## config.mk

```make
export PLATFORM = sky130hd
export DESIGN_NAME = ysyx_22050243_clint
export DESIGN_NICKNAME = d
export VERILOG_FILES = /design/src/rtl/ysyx_22050243_clint.sv
export SDC_FILE = /design/constraint.sdc
export NUM_CORES = 1
export LEC_CHECK = 0
export CORE_UTILIZATION = 49
export CTS_BUF_LIST = sky130_fd_sc_hd__clkbuf_4
export DETAILED_ROUTE_END_ITERATION = 8
export HOLD_SLACK_MARGIN = 0.1
export PLACE_DENSITY = 0.84
export SYNTH_ARGS = -nofsm -noshare
export SYNTH_HDL_FRONTEND = slang
export SYNTH_SLANG_ARGS = --single-unit
```

## constraint.sdc

```tcl
create_clock -name clk -period 6.12 [get_ports clk]
set_clock_uncertainty 0.05 [all_clocks]
set_input_delay 0.918 -clock clk [delete_from_list [all_inputs] [get_ports clk]]
set_output_delay 0.918 -clock clk [all_outputs]
set_load 0.02 [all_outputs]
```

## src/rtl/ysyx_22050243_clint.sv

```systemverilog
// Core-local interruptor: msip, mtimecmp and a prescaled free-running mtime behind the core data bus.
// Latency: read data and write acknowledge are registered, one cycle after the request edge.
// Backpressure: none; one request is accepted every cycle and each gets its own response pulse.
module ysyx_22050243_clint #(
    parameter logic [63:0] BASE_ADDR = 64'h0000_0000_0200_0000,
    parameter int unsigned TICK_DIV  = 1
) (
    input  logic        clk,
    input  logic        rst,
    input  logic        data_w_en,
    input  logic        data_r_en,
    input  logic [7:0]  data_wmask,
    input  logic [63:0] data_addr,
    input  logic [63:0] data_w,
    output logic [63:0] data_r,
    output logic        data_r_valid,
    output logic        data_w_ready,
    output logic        clint_timer_irq_o,
    input  logic        timer_irq_ready_i,
    output logic        msip_o
);

    localparam int unsigned   DW         = (TICK_DIV > 1) ? $clog2(TICK_DIV) : 1;
    localparam logic [DW-1:0] DIV_LAST   = DW'(TICK_DIV - 1);
    localparam logic [63:0]   MSIP_A     = BASE_ADDR;
    localparam logic [63:0]   MTIMECMP_A = BASE_ADDR + 64'h4000;
    localparam logic [63:0]   MTIME_A    = BASE_ADDR + 64'hBFF8;

    typedef enum logic {IDLE, PENDING} irq_state_e;

    logic        msip_q, msip_d;
    logic [63:0] mtimecmp_q, mtimecmp_d;
    logic [63:0] mtime_q, mtime_d;
    logic [DW-1:0] div_cnt_q, div_cnt_d;
    logic        cmp_ge, cmp_ge_q;
    logic [63:0] data_r_q, data_r_d;
    logic        data_r_valid_q, data_w_ready_q;
    irq_state_e  state_q, state_d;

    logic [63:0] bmask;
    logic        hit_msip, hit_cmp, hit_time;
    logic        unused_addr_bits;

    // Registers are 8-byte aligned; the low address bits carry no information.
    assign unused_addr_bits = ^data_addr[2:0];

    assign hit_msip = (data_addr[63:3] == MSIP_A[63:3]);
    assign hit_cmp  = (data_addr[63:3] == MTIMECMP_A[63:3]);
    assign hit_time = (data_addr[63:3] == MTIME_A[63:3]);

    // Expand the byte enables into a bit mask for the read-modify-write merge.
    always_comb begin
        bmask = '0;
        for (int i = 0; i < 8; i++) begin
            bmask[i*8 +: 8] = {8{data_wmask[i]}};
        end
    end

    // Read mux samples the registered state, so mtime reads see the pre-increment value.
    always_comb begin
        data_r_d = data_r_q;
        if (data_r_en) begin
            data_r_d = '0;
            if (hit_msip)      data_r_d = {63'd0, msip_q};
            else if (hit_cmp)  data_r_d = mtimecmp_q;
            else if (hit_time) data_r_d = mtime_q;
        end
    end

    // Next-state for the architectural registers; a software write to mtime beats the tick.
    always_comb begin
        msip_d     = msip_q;
        mtimecmp_d = mtimecmp_q;
        mtime_d    = mtime_q;
        div_cnt_d  = div_cnt_q;
        if (div_cnt_q == DIV_LAST) begin
            div_cnt_d = '0;
            mtime_d   = mtime_q + 64'd1;
        end else begin
            div_cnt_d = div_cnt_q + DW'(1);
        end
        if (data_w_en) begin
            if (hit_msip) begin
                msip_d = (msip_q & ~bmask[0]) | (data_w[0] & bmask[0]);
            end
            if (hit_cmp) begin
                mtimecmp_d = (mtimecmp_q & ~bmask) | (data_w & bmask);
            end
            if (hit_time) begin
                mtime_d   = (mtime_q & ~bmask) | (data_w & bmask);
                div_cnt_d = '0;
            end
        end
    end

    assign cmp_ge = (mtime_q >= mtimecmp_q);

    // Register file, prescaler, compare history and response pulses.
    always_ff @(posedge clk or posedge rst) begin
        if (rst) begin
            msip_q         <= 1'b0;
            mtimecmp_q     <= '0;
            mtime_q        <= '0;
            div_cnt_q      <= '0;
            cmp_ge_q       <= 1'b0;
            data_r_q       <= '0;
            data_r_valid_q <= 1'b0;
            data_w_ready_q <= 1'b0;
        end else begin
            msip_q         <= msip_d;
            mtimecmp_q     <= mtimecmp_d;
            mtime_q        <= mtime_d;
            div_cnt_q      <= div_cnt_d;
            cmp_ge_q       <= cmp_ge;
            data_r_q       <= data_r_d;
            data_r_valid_q <= data_r_en;
            data_w_ready_q <= data_w_en;
        end
    end

    // Pending-flag state register.
    always_ff @(posedge clk or posedge rst) begin
        if (rst) state_q <= IDLE;
        else     state_q <= state_d;
    end

    // Edge-triggered raise on cmp_ge rising; acknowledge always wins.
    always_comb begin
        state_d = state_q;
        case (state_q)
            IDLE:    if (cmp_ge && !cmp_ge_q && !timer_irq_ready_i) state_d = PENDING;
            PENDING: if (timer_irq_ready_i) state_d = IDLE;
            default: state_d = IDLE;
        endcase
    end

    // Outputs straight from registers.
    always_comb begin
        clint_timer_irq_o = (state_q == PENDING);
        msip_o            = msip_q;
        data_r            = data_r_q;
        data_r_valid      = data_r_valid_q;
        data_w_ready      = data_w_ready_q;
    end

endmodule

```

; Word level (Yosys, flattened, before mapping)
; Cells that the tools add are included.
[totals]
register_bits = 198
in_bits = 141
out_inout_bits = 68
wordCells = 44
[op_classes]
add_sub_neg = 2
magnitude_cmp = 1
eq_ne = 3
mux = 12
bitwise_logic = 11
n_reduce_logical = 6
[op_table]
columns = cell, n
row1 = 64-bit two-way mux, 6
row2 = 64-bit AND, 3
row3 = "61-bit by 23-bit == test with 1-bit output, second input constant", 3
row4 = 64-bit bitwise OR, 2
row5 = "64-bit by 1-bit adder with 64-bit output, second input constant", 1
row6 = 64-bit >= comparator, 1
row7 = 64-bit inverter, 1
row8 = 1-bit two-way mux, 5
row9 = 2-bit AND reduction, 2
row10 = 1-bit AND, 2
row11 = 1-bit logical AND, 2
row12 = 1-bit zero test, 2
row13 = 1-bit inverter, 2
row14 = 1-bit one-hot mux with 2 select lines, 1
row15 = "1-bit adder, second input constant", 1
row16 = 1-bit bitwise OR, 1

; Logic depth before layout (Yosys ltp)
[logic_depth]
depth_word = 5
ltp_mapped = 9
mapped_depth_nobuf = 8

; Worst setup path before layout
; Ideal clock, no wire load.
[synth_path]
path_type = input port to flip-flop
start = input port data_addr[26]
end = register with a tool-made name
setup_ns = 0.123
arrival_time_ns = 2.642
required_ns = 5.947
slack_ns = 3.306
stages = 8
n_path_buf = 3
cell_sequence = nor4b_1 and4_1 and4_1 buf_2 buf_4 buf_2 nand3_1 o221a_2
[synth_rtl]
columns = item, line_no
row1 = from (decl), 13  ; input logic [63:0] data_addr,

==> results_dict.tcl <==
set metrics [dict create \
    synthArstFlopShare_pct 100 \
    setup_tns_ns 0 \
    hp-class "reg2reg" \
    fin_crit_sh_pct 57.3 \
    routed_wl_mm 31.1 \
    drive_gt1_share_pct 9.37 \
    endpoint_kind "flip-flop" \
    period_minus_slack_ns 3.51 \
    ys_seq_elements 197 \
    clock_power_share_pct 28.7 \
    whs_path_depth 1 \
    drtPass1Iterations 5 \
    clock-sinks 197 \
    viasPerCell 6.14 \
    cts_tree "yes" \
    p_seq_share_pct 58.7 \
    grt_pass1_vias 9777 \
    dpl.hpwl_mm 22.4 \
    max-slew-margin-rel_pct 20.2 \
    fill_cells 1892 \
    post-cts-setup-buffers 0 \
    worst_slack_ns 2.61 \
    min_to "clint_timer_irq_o" \
    power_mw 2.29 \
    synthCells 1177 \
    cts-resized-gates 0 \
    grt_max_degree 168 \
    ys_seq_area_share_pct 43.9 \
    grt_pass1_wl_mm 49.7 \
    power-per-cell-area_nw_per_um2 167 \
    max_clock_freq_ghz 0.285 \
    die_w_um 153 \
    cts-hold-fix-buffers 0 \
    cp.arrival_ns 3.99 \
    tightest_slew_ns 1.20 \
    synth.area.top_cells "dfrtp_1 (44%), ha_1 (7.2%), mux2_2 (6.5%), a21oi_1 (5.3%), a22oi_1 (4.5%)" \
    cap_violations 0 \
    cts_made_buffers 17 \
    ys.flop_type "dfrtp_1" \
    rsz0062_at_grt "false" \
    peakVddDrop_mv 0.105 \
    root_buffer "clkbuf_4" \
    std_cell_rows 55 \
    final_common_cell "clkdlybuf4s50_1" \
    netlist.area_leader.share_pct 43.9 \
    crit_required_ns 6.60 \
    clk-insertion-delay-late_ns 0.59 \
    crit_path_start_kind "input pin" \
    finalInstanceArea_um2 13700 \
    coreArea_um2 22600 \
    yosysWarnings 0 \
    layout_common_cells "clkdlybuf4s50_1 (203), dfrtp_1 (197), a21oi_1 (118)" \
    area_growth_pct 22.2 \
    yosysUniqueCellTypes 61 \
    clk_pin_slew_ns 0.15 \
    r2r_slack_ns 3.14 \
    yosys.area.top_type "dfrtp_1" \
    placed_area_um2 13500 \
    num_vias 10200 \
    fp.dieH_um 153 \
    synth_area_um2 11200 \
    track_usage_pct 26.6 \
    p_comb_share_pct 12.6 \
    swShare_pct 26.3 \
    setup_viol 0 \
    switching_power_uw 604 \
    final-hold-violation-count 0 \
    overflow 0 \
    worst-path-max-fanout 39 \
    syn_nets 1383 \
    synth.avg_cell_area_um2 9.54 \
    worstRegToRegCells 7 \
    hp-start "cmp_ge_q" \
    multi_input_area_um2 5720 \
    routabilityCongestion 0.873 \
    drc 0 \
    wl_per_cell_um 18.8 \
    io_pins 209 \
    antenna_found_initial 2 \
    clockBufferDepth 2 \
    final_max_slew_viol_count 0 \
    holdWs_ns 0.402 \
    drt.antenna.violating_nets 0 \
    cellLeakagePower_nw 5.54 \
    die_area_um2 23500 \
    portBuffers 205 \
    cts_max_level 4 \
    fin_nets 1561 \
    drtIter0Drc 819 \
    synth_edf_count 0 \
    dp_slack_ns 2.03 \
    regArea_um2 4930 \
    path_class "in2reg" \
    initial_core_util_pct 49.7 \
    status "finished clean" \
    p_int_mw 1.69 \
]
-- final cells by class --
class	instances	share of cell area [%]
antenna	3	0.0547
clock inverter	9	0.602
timing repair buffer	213	15.4
multi-input combinational	835	41.7
tap	285	2.60
clock buffer	21	1.15
sequential	197	35.9
inverter	91	2.52
-- worst max path at each step --
stage / start / endpoint / slack, ns / depth (start not counted)
2_1_floorplan: rst / asynchronous set/reset pin / 2.61 / 1
6_report: data_addr[49] / flip-flop / 2.61 / 8
3_5_place_dp: data_addr[49] / flip-flop / 2.03 / 7
4_1_cts: data_addr[49] / flip-flop / 2.66 / 7
3_3_place_gp: data_addr[49] / flip-flop / 2.06 / 8
5_1_grt: data_addr[27] / flip-flop / 2.39 / 7
-- cell usage after synthesis, types with 4 or more instances --
library cell / instances
and2_1: 5
o211a_1: 9
a21oi_1: 118
o221a_2: 12
o32ai_1: 4
buf_2: 17
mux2_2: 65
o211ai_1: 7
ha_1: 65
inv_1: 90
o22ai_1: 14
and4_1: 16
a31oi_1: 6
nand4_1: 33
and3_1: 22
dfrtp_1: 197
nand2_1: 56
a22oi_1: 67
nor4_1: 24
a211o_1: 10
nor2_1: 113
nand3_1: 58
clkbuf_1: 34
a211oi_1: 22
or3_1: 4
a221oi_1: 5
o21ai_0: 31
nor3_1: 22
-- layer usage --
layer	wire [um]	GRT usage, %	part of all wire, %	up-vias
li1	-	-	-	4782
met1	13300	35.1	43	4919
met2	15100	44.5	49	390
met3	1860	4.03	6.0	66
met4	807	9.81	2.6	0
met5	0	0	0	-
-- through the flow --
step                      util [%]  std cells
after global placement        59.7       1621
after CTS                     60.8       1651
final                         60.8       1654
after global routing          60.8       1653
after detailed placement      59.7       1621
after floorplan                  -       1177
-- critical path: stages --
cell and delay (ns):
clkdlybuf4s50_1 0.44, nor4_1 0.41, and4_1 0.32, and4_4 0.51
buf_4 0.48, nand3_1 0.37, o311ai_0 0.26, o221a_2 0.26
-- power by group through the flow --
stage / Sequential (mW) / Combinational, mW / Clock, mW
final: 1.35 / 0.290 / 0.659
after global routing: 1.35 / 0.311 / 0.724
after CTS: 1.35 / 0.292 / 0.672
after detailed placement: 1.37 / 0.291 / 0
after global placement: 1.37 / 0.287 / 0
after floorplan: 1.41 / 0.0655 / 0
-- kinds of logic (layout without fill, tap and decap cells) --
logic type	count (synthesis)	count (layout)	share of synthesized area (%)
flip-flops	197	197	43.9
other	0	3	0
AND/OR/NAND/NOR	366	366	16.6
buffers and inverters	145	334	5.14
AO/OA/AOI/OAI	337	337	20.4
adder cells (fa/ha/maj)	65	65	7.24
multiplexers	67	67	6.70
Power figures use the tool's default switching activity.
